**src/rtl/io_uart_fifo_port_pkg.sv**
```systemverilog
// Shared definitions for the UART FIFO port: register map indices, STAT/CTRL
// bit positions, baud presets and the TX drain state encoding.
package io_uart_fifo_port_pkg;

   // Register indices, added to BASE_ADR to form the word address.
   localparam int IDX_OUTC = 0;
   localparam int IDX_STAT = 1;
   localparam int IDX_TERM = 2;
   localparam int IDX_RXCH = 3;
   localparam int IDX_CTRL = 4;
   localparam int IDX_RXTH = 5;
   localparam int NUM_REGS = 6;

   // STAT bit positions; the two count fields sit in [15:8] and [23:16].
   localparam int STAT_TX_FULL  = 0;
   localparam int STAT_TX_EMPTY = 1;
   localparam int STAT_RX_EMPTY = 2;
   localparam int STAT_TX_OVF   = 3;
   localparam int STAT_RX_OVF   = 4;

   // CTRL bit positions.
   localparam int CTRL_TX_FLUSH = 0;
   localparam int CTRL_RX_FLUSH = 1;
   localparam int CTRL_IRQ_EN   = 2;

   typedef enum logic [1:0] {
      TX_IDLE = 2'd0,
      TX_SEND = 2'd1,
      TX_HOLD = 2'd2
   } tx_state_e;

   // Baud divider term for each init_uart preset.
   function automatic logic [15:0] term_preset(input logic [1:0] sel);
      case (sel)
         2'd0:    return 16'd109;
         2'd1:    return 16'd54;
         2'd2:    return 16'd5208;
         default: return 16'd5000;
      endcase
   endfunction

   // Fit a FIFO count into an 8-bit STAT field; only a 256-deep FIFO
   // that is completely full needs the saturation.
   function automatic logic [7:0] count8(input logic [8:0] cnt);
      return cnt[8] ? 8'hFF : cnt[7:0];
   endfunction

endpackage

```
**src/rtl/io_sync_fifo.sv**
```systemverilog
// Synchronous FIFO with push/pop/flush, full/empty/count status and a
// combinational head output. A push into a full FIFO is accepted only when a
// pop happens in the same cycle; flush overrides both.
module io_sync_fifo #(
   parameter int WIDTH = 8,
   parameter int DEPTH = 16
) (
   input  logic                     clk,
   input  logic                     rst,
   input  logic                     push,
   input  logic                     pop,
   input  logic                     flush,
   input  logic [WIDTH-1:0]         wdata,
   output logic [WIDTH-1:0]         rdata,
   output logic                     full,
   output logic                     empty,
   output logic [$clog2(DEPTH):0]   count
);

   localparam int AW = $clog2(DEPTH);
   localparam int CW = AW + 1;

   logic [WIDTH-1:0] mem_q [DEPTH];
   logic [AW-1:0]    wr_ptr_q, wr_ptr_d;
   logic [AW-1:0]    rd_ptr_q, rd_ptr_d;
   logic [CW-1:0]    count_q, count_d;
   logic             do_push, do_pop;

   assign full  = (count_q == CW'(DEPTH));
   assign empty = (count_q == '0);
   assign count = count_q;
   assign rdata = mem_q[rd_ptr_q];

   // Pointer and occupancy update; pointers wrap naturally (DEPTH is a power of 2).
   always_comb begin
      // NOTE: every output of this block gets a default first, so no path leaves a latch.
      wr_ptr_d = wr_ptr_q;
      rd_ptr_d = rd_ptr_q;
      count_d  = count_q;
      do_pop   = pop & ~empty & ~flush;
      do_push  = push & (~full | do_pop) & ~flush;
      if (flush) begin
         wr_ptr_d = '0;
         rd_ptr_d = '0;
         count_d  = '0;
      end else begin
         if (do_push) wr_ptr_d = wr_ptr_q + AW'(1);
         if (do_pop)  rd_ptr_d = rd_ptr_q + AW'(1);
         case ({do_push, do_pop})
            2'b10:   count_d = count_q + CW'(1);
            2'b01:   count_d = count_q - CW'(1);
            default: count_d = count_q;
         endcase
      end
   end

   // Pointer/count registers.
   always_ff @(posedge clk) begin
      // NOTE: sequential state uses non-blocking assignments so every flop samples pre-edge values.
      if (rst) begin
         wr_ptr_q <= '0;
         rd_ptr_q <= '0;
         count_q  <= '0;
      end else begin
         wr_ptr_q <= wr_ptr_d;
         rd_ptr_q <= rd_ptr_d;
         count_q  <= count_d;
      end
   end

   // Storage array.
   always_ff @(posedge clk) begin
      // NOTE: the array is not reset; entries are only visible after being written.
      if (do_push) mem_q[wr_ptr_q] <= wdata;
   end

endmodule

```
**src/rtl/io_uart_fifo_port.sv**
```systemverilog
// CPU-side UART port: TX/RX FIFOs behind the DMA/IO register window, TX drain
// FSM towards the UART core, baud term register and RX interrupt.
// Optional feature macro: UART_RX_THRESH_EN adds the RXTH register and the
// uart_rx_irq_lvl level interrupt output.
module io_uart_fifo_port
   import io_uart_fifo_port_pkg::*;
#(
   parameter int          TX_DEPTH = 16,
   parameter int          RX_DEPTH = 16,
   parameter logic [13:0] BASE_ADR = 14'h3F00
) (
   input  logic        clk,
   input  logic        rst,
   input  logic        dma_io_we,
   input  logic [13:0] dma_io_wadr,
   input  logic [31:0] dma_io_wdata,
   input  logic [13:0] dma_io_radr,
   input  logic        dma_io_radr_en,
   input  logic [31:0] dma_io_rdata_in,
   output logic [31:0] dma_io_rdata,
   output logic [7:0]  uart_io_char,
   output logic        uart_io_we,
   input  logic        uart_io_full,
   input  logic [1:0]  init_uart,
   output logic [15:0] uart_term,
   input  logic        cpu_run_state,
   input  logic        rout_en,
   input  logic [7:0]  rout,
   output logic        ext_uart_interrpt_1shot
`ifdef UART_RX_THRESH_EN
   ,
   output logic        uart_rx_irq_lvl
`endif
);

   localparam int TCW = $clog2(TX_DEPTH) + 1;
   localparam int RCW = $clog2(RX_DEPTH) + 1;

   logic [NUM_REGS-1:0] wr_sel, rd_sel, sel_q, sel_d;
   logic [31:0]         rd_data_q, rd_data_d, stat;
   logic                tx_push, tx_pop, tx_flush, tx_full, tx_empty;
   logic                rx_push, rx_pop, rx_flush, rx_full, rx_empty;
   logic [7:0]          tx_head, rx_head;
   logic [TCW-1:0]      tx_count;
   logic [RCW-1:0]      rx_count;
   logic                tx_ovf_q, tx_ovf_d, rx_ovf_q, rx_ovf_d;
   logic                rx_irq_en_q, rx_irq_en_d;
   logic [7:0]          last_tx_q, last_tx_d;
   logic [15:0]         term_q, term_d;
   logic [1:0]          init_cnt_q, init_cnt_d;
   tx_state_e           state_q, state_d;
   logic [7:0]          uart_char_q, uart_char_d;
   logic                uart_we_q, uart_we_d;
   logic                unused_wdata;
`ifdef UART_RX_THRESH_EN
   logic [7:0]          rxth_q, rxth_d;
`endif

   assign unused_wdata = ^dma_io_wdata[31:16];

   // Address decode for both bus directions.
   always_comb begin
      wr_sel = '0;
      rd_sel = '0;
      for (int i = 0; i < NUM_REGS; i++) begin
         wr_sel[i] = dma_io_we      & (dma_io_wadr == BASE_ADR + 14'(i));
         rd_sel[i] = dma_io_radr_en & (dma_io_radr == BASE_ADR + 14'(i));
      end
`ifndef UART_RX_THRESH_EN
      wr_sel[IDX_RXTH] = 1'b0;
      rd_sel[IDX_RXTH] = 1'b0;
`endif
   end

   assign tx_push = wr_sel[IDX_OUTC];
   assign rx_push = cpu_run_state & rout_en;
   assign rx_pop  = rd_sel[IDX_RXCH];

   io_sync_fifo #(.WIDTH(8), .DEPTH(TX_DEPTH)) u_tx_fifo (
      .clk   (clk),
      .rst   (rst),
      .push  (tx_push),
      .pop   (tx_pop),
      .flush (tx_flush),
      .wdata (dma_io_wdata[7:0]),
      .rdata (tx_head),
      .full  (tx_full),
      .empty (tx_empty),
      .count (tx_count)
   );

   io_sync_fifo #(.WIDTH(8), .DEPTH(RX_DEPTH)) u_rx_fifo (
      .clk   (clk),
      .rst   (rst),
      .push  (rx_push),
      .pop   (rx_pop),
      .flush (rx_flush),
      .wdata (rout),
      .rdata (rx_head),
      .full  (rx_full),
      .empty (rx_empty),
      .count (rx_count)
   );

   // Control/status next-state: flushes, overflow flags, CTRL, TERM, last TX char.
   always_comb begin
      tx_flush    = wr_sel[IDX_CTRL] & dma_io_wdata[CTRL_TX_FLUSH];
      rx_flush    = wr_sel[IDX_CTRL] & dma_io_wdata[CTRL_RX_FLUSH];
      // A set in the same cycle as a STAT read wins over the clear.
      tx_ovf_d    = (tx_push & tx_full & ~tx_pop & ~tx_flush)
                  | (tx_ovf_q & ~rd_sel[IDX_STAT]);
      rx_ovf_d    = (rx_push & rx_full & ~(rx_pop & ~rx_empty) & ~rx_flush)
                  | (rx_ovf_q & ~rd_sel[IDX_STAT]);
      rx_irq_en_d = wr_sel[IDX_CTRL] ? dma_io_wdata[CTRL_IRQ_EN] : rx_irq_en_q;
      last_tx_d   = (tx_push & (~tx_full | tx_pop) & ~tx_flush) ? dma_io_wdata[7:0] : last_tx_q;
      init_cnt_d  = (init_cnt_q == 2'd2) ? init_cnt_q : init_cnt_q + 2'd1;
      term_d      = term_q;
      if (init_cnt_q == 2'd1) term_d = term_preset(init_uart);
      if (wr_sel[IDX_TERM])   term_d = dma_io_wdata[15:0];
`ifdef UART_RX_THRESH_EN
      rxth_d      = wr_sel[IDX_RXTH] ? dma_io_wdata[7:0] : rxth_q;
`endif
   end

   // Control/status registers.
   always_ff @(posedge clk) begin
      if (rst) begin
         tx_ovf_q    <= 1'b0;
         rx_ovf_q    <= 1'b0;
         rx_irq_en_q <= 1'b0;
         last_tx_q   <= '0;
         init_cnt_q  <= '0;
         term_q      <= '0;
`ifdef UART_RX_THRESH_EN
         rxth_q      <= 8'd1;
`endif
      end else begin
         tx_ovf_q    <= tx_ovf_d;
         rx_ovf_q    <= rx_ovf_d;
         rx_irq_en_q <= rx_irq_en_d;
         last_tx_q   <= last_tx_d;
         init_cnt_q  <= init_cnt_d;
         term_q      <= term_d;
`ifdef UART_RX_THRESH_EN
         rxth_q      <= rxth_d;
`endif
      end
   end

   // TX drain decisions: the pop and the char capture happen on entry to SEND,
   // HOLD gives the core one cycle to raise uart_io_full.
   always_comb begin
      state_d     = state_q;
      uart_char_d = uart_char_q;
      uart_we_d   = 1'b0;
      tx_pop      = 1'b0;
      case (state_q)
         TX_IDLE: begin
            if (~tx_empty & ~uart_io_full & ~tx_flush) begin
               tx_pop      = 1'b1;
               uart_char_d = tx_head;
               uart_we_d   = 1'b1;
               state_d     = TX_SEND;
            end
         end
         TX_SEND: state_d = TX_HOLD;
         TX_HOLD: state_d = TX_IDLE;
         default: state_d = TX_IDLE;
      endcase
   end

   // TX drain FSM state and registered outputs.
   always_ff @(posedge clk) begin
      if (rst) begin
         state_q     <= TX_IDLE;
         uart_char_q <= '0;
         uart_we_q   <= 1'b0;
      end else begin
         state_q     <= state_d;
         uart_char_q <= uart_char_d;
         uart_we_q   <= uart_we_d;
      end
   end

   // Read mux: capture the addressed register on the strobe cycle.
   always_comb begin
      stat                 = '0;
      stat[STAT_TX_FULL]   = tx_full;
      stat[STAT_TX_EMPTY]  = tx_empty;
      stat[STAT_RX_EMPTY]  = rx_empty;
      stat[STAT_TX_OVF]    = tx_ovf_q;
      stat[STAT_RX_OVF]    = rx_ovf_q;
      stat[15:8]           = count8(9'(tx_count));
      stat[23:16]          = count8(9'(rx_count));
      sel_d                = rd_sel;
      rd_data_d            = '0;
      if (rd_sel[IDX_OUTC]) rd_data_d = {24'd0, last_tx_q};
      if (rd_sel[IDX_STAT]) rd_data_d = stat;
      if (rd_sel[IDX_TERM]) rd_data_d = {16'd0, term_q};
      if (rd_sel[IDX_RXCH]) rd_data_d = {22'd0, rx_ovf_q, ~rx_empty, rx_empty ? 8'd0 : rx_head};
      if (rd_sel[IDX_CTRL]) rd_data_d = {29'd0, rx_irq_en_q, 2'b00};
`ifdef UART_RX_THRESH_EN
      if (rd_sel[IDX_RXTH]) rd_data_d = {24'd0, rxth_q};
`endif
   end

   // Read data/select registers; an empty select passes the daisy chain through.
   always_ff @(posedge clk) begin
      if (rst) begin
         sel_q     <= '0;
         rd_data_q <= '0;
      end else begin
         sel_q     <= sel_d;
         rd_data_q <= rd_data_d;
      end
   end

   assign dma_io_rdata            = (|sel_q) ? rd_data_q : dma_io_rdata_in;
   assign uart_io_char            = uart_char_q;
   assign uart_io_we              = uart_we_q;
   assign uart_term               = term_q;
   assign ext_uart_interrpt_1shot = cpu_run_state & rout_en & rx_irq_en_q;
`ifdef UART_RX_THRESH_EN
   assign uart_rx_irq_lvl = rx_irq_en_q & (rxth_q != 8'd0) & (9'(rx_count) >= 9'(rxth_q));
`endif

endmodule
```
**config.mk**
```make
export PLATFORM = sky130hd
export DESIGN_NAME = io_uart_fifo_port
export DESIGN_NICKNAME = d
export VERILOG_FILES = /design/src/rtl/io_uart_fifo_port_pkg.sv /design/src/rtl/io_sync_fifo.sv /design/src/rtl/io_uart_fifo_port.sv
export SDC_FILE = /design/constraint.sdc
export NUM_CORES = 1
export LEC_CHECK = 0
export ABC_AREA = 0
export ABC_CLOCK_PERIOD_IN_PS = 10400
export BUFFER_PORTS_ARGS = -buffer_cell sky130_fd_sc_hd__buf_2
export CAP_MARGIN = 10
export CORE_ASPECT_RATIO = 1.4
export CORE_UTILIZATION = 35
export CTS_BUF_LIST = sky130_fd_sc_hd__clkbuf_8 sky130_fd_sc_hd__clkbuf_16
export CTS_CLUSTER_SIZE = 28
export DETAILED_ROUTE_END_ITERATION = 7
export SLEW_MARGIN = 20
export SYNTH_ARGS = -nofsm -noshare
export SYNTH_HDL_FRONTEND = slang
export SYNTH_SLANG_ARGS = --single-unit
```
**constraint.sdc**
```tcl
create_clock -name clk -period 10.4 [get_ports clk]
set_input_delay 2.08 -clock clk [delete_from_list [all_inputs] [get_ports clk]]
set_output_delay 2.08 -clock clk [all_outputs]
set_load 0.05 [all_outputs]
```
After elaboration in Yosys (flattened, before gate mapping)
Memories as Yosys holds them, arrays and structs flattened. A register that Yosys moved wholly into a read port is not among the register bits.
Cells that the tools add are included.
{"block": "totals", "ff_bits": 96, "ram_bits": 256, "output_inout_bits": 58, "memories": 2}
{"name": "u_rx_fifo.mem_q", "words": 16, "word_bits": 8, "rd": 1, "rd_clocked_by_memory_dff": 1, "wr": 1, "line": "io_sync_fifo.sv:23", "rtl": "logic [WIDTH-1:0] mem_q [DEPTH];"}
{"name": "u_tx_fifo.mem_q", "words": 16, "word_bits": 8, "rd": 1, "rd_clocked_by_memory_dff": 1, "wr": 1, "line": "io_sync_fifo.sv:23"}
{"block": "classes", "addsub": 9, "eq_ne": 20, "n_mux": 22, "bitwise": 47, "n_reduce_logical": 15}
{"op": "14-bit == test, second input constant", "n": 8}
{"op": "16-bit 2-to-1 mux", "n": 3}
{"op": "13-bit one-hot mux with 3 select lines", "n": 1}
{"op": "1-bit bitwise AND", "n": 32}
{"op": "32-bit 2-to-1 mux", "n": 1}
{"op": "21-bit 2-to-1 mux", "n": 1}
{"op": "5-bit one-hot mux with 2 select lines", "n": 2}
{"op": "4-bit by 1-bit adder with 4-bit output, second input constant", "n": 4}
{"op": "8-bit 2-to-1 mux", "n": 2}
{"op": "5-bit by 1-bit adder with 5-bit output, second input constant", "n": 2}
{"op": "2-bit by 1-bit == test with 1-bit output, second input constant", "n": 5}
{"op": "5-bit == test, second input constant", "n": 2}
{"op": "5-bit zero test", "n": 2}
{"op": "10-bit 2-to-1 mux", "n": 1}
{"op": "1-bit inverter", "n": 10}
{"op": "5-bit by 1-bit subtractor with 5-bit output, second input constant", "n": 2}
{"op": "2-bit == test, second input constant", "n": 4}
{"op": "4-bit 2-to-1 mux", "n": 2}
{"op": "1-bit 2-to-1 mux", "n": 6}
{"op": "2-bit nonzero test", "n": 3}
{"op": "2-bit OR reduction", "n": 3}
{"op": "6-bit OR reduction", "n": 1}
{"op": "1-bit bitwise OR", "n": 5}
{"op": "5-bit OR reduction", "n": 1}
{"op": "other kinds (9)", "n": 10}

Depth between registers and ports, before layout
{"block": "logic_depth", "word_depth": 14, "mapped_depth": 13, "ltp_nobuf": 12}

Modules after synthesis
A second synthesis with hierarchy kept.
{"block": "hier_totals", "cells_unflattened": 1031, "area_unflattened_um2": 15272.1}
{"module": "io_sync_fifo at u_tx_fifo", "instances": 1, "cells_per_inst": 328, "area_each_um2": 5924.4, "seq_area_each_um2": 4184.0}
{"module": "io_sync_fifo at u_rx_fifo", "instances": 1, "cells_per_inst": 328, "area_each_um2": 5898.2, "seq_area_each_um2": 4184.0}
{"module": "io_uart_fifo_port", "instances": 1, "cells_per_inst": 375, "area_each_um2": 3449.6, "seq_area_each_um2": 1321.3}

Worst setup path before layout
OpenSTA, ideal clock, no wires.
{"block": "synth_path", "path_type": "input to register", "startpoint": "in dma_io_wadr[0]", "endpoint": "reg u_tx_fifo.count_q[4] (netlist: u_tx_fifo.count[4])", "setup_time_ns": 0.070, "t_arrival_ns": 4.991, "path_slack_ns": 5.340, "path_stages": 11, "path_buffers": 1, "path_cell_list": "or4b_4 -> nor4_1 -> a21oi_1 -> buf_2 -> ha_1 -> fa_1 -> a21o_1 -> a21oi_1 -> xor2_1 -> or3_1 -> a21oi_1"}
{"block": "synth_via", "elab_chain_len": 14, "elab_cells_between_ends": 19, "cone_classes": "4 x eq/ne; 3 x mux; 10 x bitwise; 2 x reduce/logical"}
{"element": "start, declared", "line": "io_uart_fifo_port.sv:15", "rtl": "input logic [13:0] dma_io_wadr,"}
{"element": "14-bit == test *", "line": "io_uart_fifo_port.sv:66", "rtl": "wr_sel[i] = dma_io_we & (dma_io_wadr == BASE_ADR + 14'(i));"}
{"element": "1-bit bitwise AND *", "line": "io_uart_fifo_port.sv:66"}
{"element": "1-bit bitwise AND *", "line": "io_uart_fifo_port.sv:107", "rtl": "tx_flush = wr_sel[IDX_CTRL] & dma_io_wdata[CTRL_TX_FLUSH];"}
{"element": "1-bit inverter *", "line": "io_sync_fifo.sv:40, io_uart_fifo_port.sv:159"}
{"element": "1-bit bitwise AND", "line": "io_uart_fifo_port.sv:159", "rtl": "if (~tx_empty & ~uart_io_full & ~tx_flush) begin"}
{"element": "1-bit 2-to-1 mux", "line": "io_uart_fifo_port.sv:159"}
{"element": "1-bit 2-to-1 mux", "line": "io_uart_fifo_port.sv:157", "rtl": "case (state_q)"}
{"element": "1-bit bitwise AND", "line": "io_sync_fifo.sv:40", "rtl": "do_pop = pop & ~empty & ~flush;"}
{"element": "1-bit bitwise AND *", "line": "io_sync_fifo.sv:40"}
{"element": "via u_tx_fifo.do_pop", "line": "io_sync_fifo.sv:27", "rtl": "logic do_push, do_pop;"}
{"element": "1-bit bitwise OR", "line": "io_sync_fifo.sv:41", "rtl": "do_push = push & (~full | do_pop) & ~flush;"}
{"element": "1-bit bitwise AND (2 in a row)", "line": "io_sync_fifo.sv:41"}
{"element": "2-bit by 1-bit == test with 1-bit output or 2-bit == test (tied branches)", "line": "io_sync_fifo.sv:49", "rtl": "case ({do_push, do_pop})"}
{"element": "5-bit one-hot mux with 2 select lines or 2-bit nonzero test (tied branches)"}
{"element": "end signal, assigned", "line": "io_sync_fifo.sv:67", "rtl": "count_q <= count_d;"}
{"element": "end, declared", "line": "io_sync_fifo.sv:26", "rtl": "logic [CW-1:0] count_q, count_d;"}
Mark *: on every way through the listed nets, which the timed path passes. The rest lies on a longest branch.
A chain may end at the register's enable or synchronous reset.

Final worst setup path
{"block": "layout_path", "startpoint": "in dma_io_wadr[0]", "endpoint": "reg u_rx_fifo.count_q[4] (netlist: u_rx_fifo.count[4])"}
{"block": "layout_via", "elab_chain_len": 10, "elab_cells_between_ends": 13, "cone_classes": "3 x eq/ne; 1 x mux; 7 x bitwise; 2 x reduce/logical"}
{"element": "14-bit == test *", "line": "io_uart_fifo_port.sv:66"}
{"element": "1-bit bitwise AND *", "line": "io_uart_fifo_port.sv:66"}
{"element": "1-bit bitwise AND *", "line": "io_uart_fifo_port.sv:108", "rtl": "rx_flush = wr_sel[IDX_CTRL] & dma_io_wdata[CTRL_RX_FLUSH];"}
{"element": "1-bit inverter *", "line": "io_sync_fifo.sv:40"}
{"element": "1-bit bitwise AND *", "line": "io_sync_fifo.sv:40"}
{"element": "via u_rx_fifo.do_pop", "line": "io_sync_fifo.sv:27"}
{"element": "1-bit bitwise OR", "line": "io_sync_fifo.sv:41"}
{"element": "1-bit bitwise AND (2 in a row)", "line": "io_sync_fifo.sv:41"}
{"element": "2-bit by 1-bit == test with 1-bit output or 2-bit == test (tied branches)", "line": "io_sync_fifo.sv:49"}
{"element": "5-bit one-hot mux with 2 select lines or 2-bit nonzero test (tied branches)"}
{"element": "end signal, assigned", "line": "io_sync_fifo.sv:67"}
{"element": "end, declared", "line": "io_sync_fifo.sv:26"}
Marks and branches as above.

==> results.sh <==
export IMPL_rrSetupSlack_ns=6.94
export IMPL_skew_ns=0.02147
export IMPL_syn_area_per_cell_um2=15.33
export IMPL_rr_endpoint="u_tx_fifo.count[4]"
export IMPL_synth_distinct_cells=56
export IMPL_synthSimpleGateAreaFrac=0.08456
export IMPL_clk_path_buf_depth=3
export IMPL_crit_path_start_kind="input port"
export IMPL_area_delta_synth_final_pct=16.38
export IMPL_netlist_instances=946
export IMPL_slowest_delay_ns=0.55
export IMPL_crit_end="u_rx_fifo.count[4]"
export IMPL_clkSinkCount=352
export IMPL_synth_seq_area_share=0.6626
export IMPL_arrival_ns=5.75
export IMPL_crit_cells=12
export IMPL_yosysTopAreaCell="edfxtp_1"
export IMPL_crit_required_ns=10.83
export IMPL_path_max_fanout=8
export IMPL_setup_slack_ns=5.081
export IMPL_synthTopCellsByArea="edfxtp_1 53%, dfxtp_1 13%, mux4_2 9.9%"
export IMPL_dr_pass1_iters=5
export IMPL_hold_buffers=0
export IMPL_rows=87
export IMPL_synthMuxAreaShare=0.1544
export IMPL_synth_top_area_frac=0.5301
export IMPL_die_y_um=242.8
export IMPL_worst_slew_pin_slew_ns=0.9887
export IMPL_viasPerCell=5.073
export IMPL_setup_viol=0
export IMPL_grt_max_degree=45
export IMPL_cts_buffers_inserted=35
export IMPL_cts_root_buf="clkbuf_16"
export IMPL_synth_xor_area_frac=0.009664
export IMPL_grt_total_usage=0.1586
export IMPL_synth_edf_count=256
export IMPL_drv_slew=0
export IMPL_worst_path_max_delay_cell="or4b_4"
export IMPL_rsz0062_at_grt="false"
export IMPL_grt_ovfl_total=0
export IMPL_synthFlopType="edfxtp_1"
export IMPL_finalWorstPathRequiredPeriod_ns=5.319
export IMPL_status="completed"
export IMPL_yosys_warnings=0
export IMPL_grt_pass1_wl_um=50950
export IMPL_worstPathCellList="buf_2 > or4b_4 > nor4_2 > nand4_1 > and3_1 > ha_1 > ha_1 > nor2b_1 > o21ai_0 > a21oi_1 > or4_1 > a21oi_1"
export IMPL_cellPowerDensity_nw_per_um2=173.4
export IMPL_place_hpwl_um=22540
export IMPL_yosys_area_share_adder=0.02433
export IMPL_postCtsSetupBuffers=0
export IMPL_wl_per_cell_um=20.14
export IMPL_portBuffers=150
export IMPL_synth_compound_area_share=0.04374
export IMPL_p_leak_nw=5.839
export IMPL_hold_violations=0
export IMPL_drive_gt1_frac=0.2908
export IMPL_cp_end_kind="flip-flop"
export IMPL_synth_common_cells="256 x edfxtp_1, 102 x nor2_1, 96 x dfxtp_1"
export IMPL_worstSetupStartpoint="dma_io_wadr[0]"
export IMPL_dp_slack_ns=4.595
export IMPL_initial_core_util=0.3572
export IMPL_max_clock_freq_ghz=0.1880
export IMPL_slew_headroom=0.3409
export IMPL_die_width_um=174.0
export IMPL_clock_latency_ns=0.52
export IMPL_place_area_um2=15810
export IMPL_cts_max_level=2
export IMPL_first_global_vias=8589
export IMPL_synth_top_family_by_area="multiplexers"
export IMPL_placed_cells_incl_taps=1587
export IMPL_finalWeightedCongestion=0.7877
export IMPL_coreArea_um2=40600
export IMPL_hp_class="flip-flop to flip-flop"
export IMPL_netlist_area_um2=14500
export IMPL_drc=0
export IMPL_io_pins=167
export IMPL_clkSlewWorstSetupHoldPaths_ns=0.06
export IMPL_fin_cells=1648
export IMPL_ant_nets=0
export IMPL_fp_dieArea_um2=42260
export IMPL_drv_cap=0
export IMPL_drt_total_wl_um=33190
export IMPL_synthMostInstantiatedCell="edfxtp_1"
export IMPL_tns_ns=0
export IMPL_r2r_cells=11
export IMPL_cts_resized=0
export IMPL_async_flop_share=0
export IMPL_antenna_found_initial=0
export IMPL_utilization=0.4156
export IMPL_dr_total_vias=8360
export IMPL_synthesis_nets=1082
export IMPL_path_class="input port to flip-flop"
export IMPL_rr_startpoint="state_q[1]"
export IMPL_nNetsFinal=1226
export IMPL_n_antenna_cell=0
export IMPL_cts_tree="done"
export IMPL_num_fill_cells=3716
export IMPL_crit_buf_inv=1
export IMPL_period_share=0.5114
export IMPL_critPathTopFamily="simple AND/OR/NAND/NOR gates"
export IMPL_design_area_um2=16880
export IMPL_ys_seq_elements=352
export IMPL_vdd_drop_max_uv=146.6
export IMPL_dr_first_iter_drc_count=421
-- flip-flops by register name, indices dropped and copies added (netlist names), named ones only --
| register | count |
|---|---|
| u_rx_fifo.wr_ptr_q | 4 |
| init_cnt_q | 2 |
| u_rx_fifo.rd_ptr_q | 4 |
| u_tx_fifo.count | 5 |
| state_q | 2 |
| u_tx_fifo.rd_ptr_q | 4 |
| last_tx_q | 8 |
| rd_data_q | 21 |
| uart_io_we | 1 |
| u_rx_fifo.mem_q | 128 |
| tx_ovf_q | 1 |
| uart_term | 16 |
| sel_q | 5 |
| rx_ovf_q | 1 |
| u_tx_fifo.wr_ptr_q | 4 |
| rx_irq_en_q | 1 |
| u_tx_fifo.mem_q | 128 |
| uart_io_char | 8 |
| u_rx_fifo.count | 5 |
-- per-layer routing --
layer / share of wire / vias to the layer above / global-route usage
li1: - / 3899 / -
met4: 0.026 / 0 / 0.05186
met1: 0.42 / 4213 / 0.1976
met5: 0 / - / 0
met3: 0.036 / 55 / 0.02350
met2: 0.52 / 193 / 0.2804
-- stage by stage --
| step | hold slack [ns] | total power [mW] |
|---|---|---|
| 2_1_floorplan | 0.3908 | 1.693 |
| 3_3_place_gp | 0.4001 | 1.766 |
| 3_5_place_dp | 0.4079 | 1.768 |
| 4_1_cts | 0.4164 | 2.961 |
| 5_1_grt | 0.4367 | 3.027 |
| 6_report | 0.4119 | 2.926 |
-- worst min path at each step --
stage               startpoint    endpoint  cells past startpoint  slack, ns
finish              state_q[1]  state_q[1]                      1       0.41
global route        state_q[1]  state_q[1]                      1       0.44
CTS                 state_q[1]  state_q[1]                      1       0.42
detailed placement  state_q[1]  state_q[1]                      1       0.41
global placement    state_q[1]  state_q[1]                      1       0.40
floorplan           state_q[1]  state_q[1]                      1       0.39
-- cells by family (layout without fill, tap and decap cells) --
logic type / Yosys count / in the layout
adder cells (fa/ha/maj): 27 / 27
AND/OR/NAND/NOR: 247 / 247
AO/OA/AOI/OAI: 93 / 93
multiplexers: 140 / 140
buffers and inverters: 71 / 239
flip-flops: 352 / 352
XOR/XNOR: 16 / 16
-- final cells by class --
class                      instances  area [µm²]  share of cell area
clock inverter                    25       170.2             0.01008
timing repair buffer             159       818.3             0.04849
inverter                          19       71.32            0.004226
tap                              534       668.1             0.03959
sequential                       352        9612              0.5695
multi-input combinational        523        4636              0.2747
clock buffer                      36       900.9             0.05338
-- power breakdown --
group	switching (mW)	total, mW	internal (mW)
Combinational	0.136	0.201	0.0656
Clock	0.513	1.19	0.677
Sequential	0.0161	1.54	1.52
Total	0.665	2.93	2.26
-- placed cells by master (no fill, tap or decap), drive strengths merged, types with 20 or more instances in the layout --
| cell | n |
|---|---|
| mux2 | 30 |
| a21oi | 34 |
| ha | 25 |
| clkbuf | 36 |
| mux2i | 46 |
| nand2 | 38 |
| buf | 159 |
| edfxtp | 256 |
| inv | 29 |
| dfxtp | 96 |
| nor2 | 102 |
| and2 | 20 |
| mux4 | 64 |
Power figures use the tool's default switching activity.
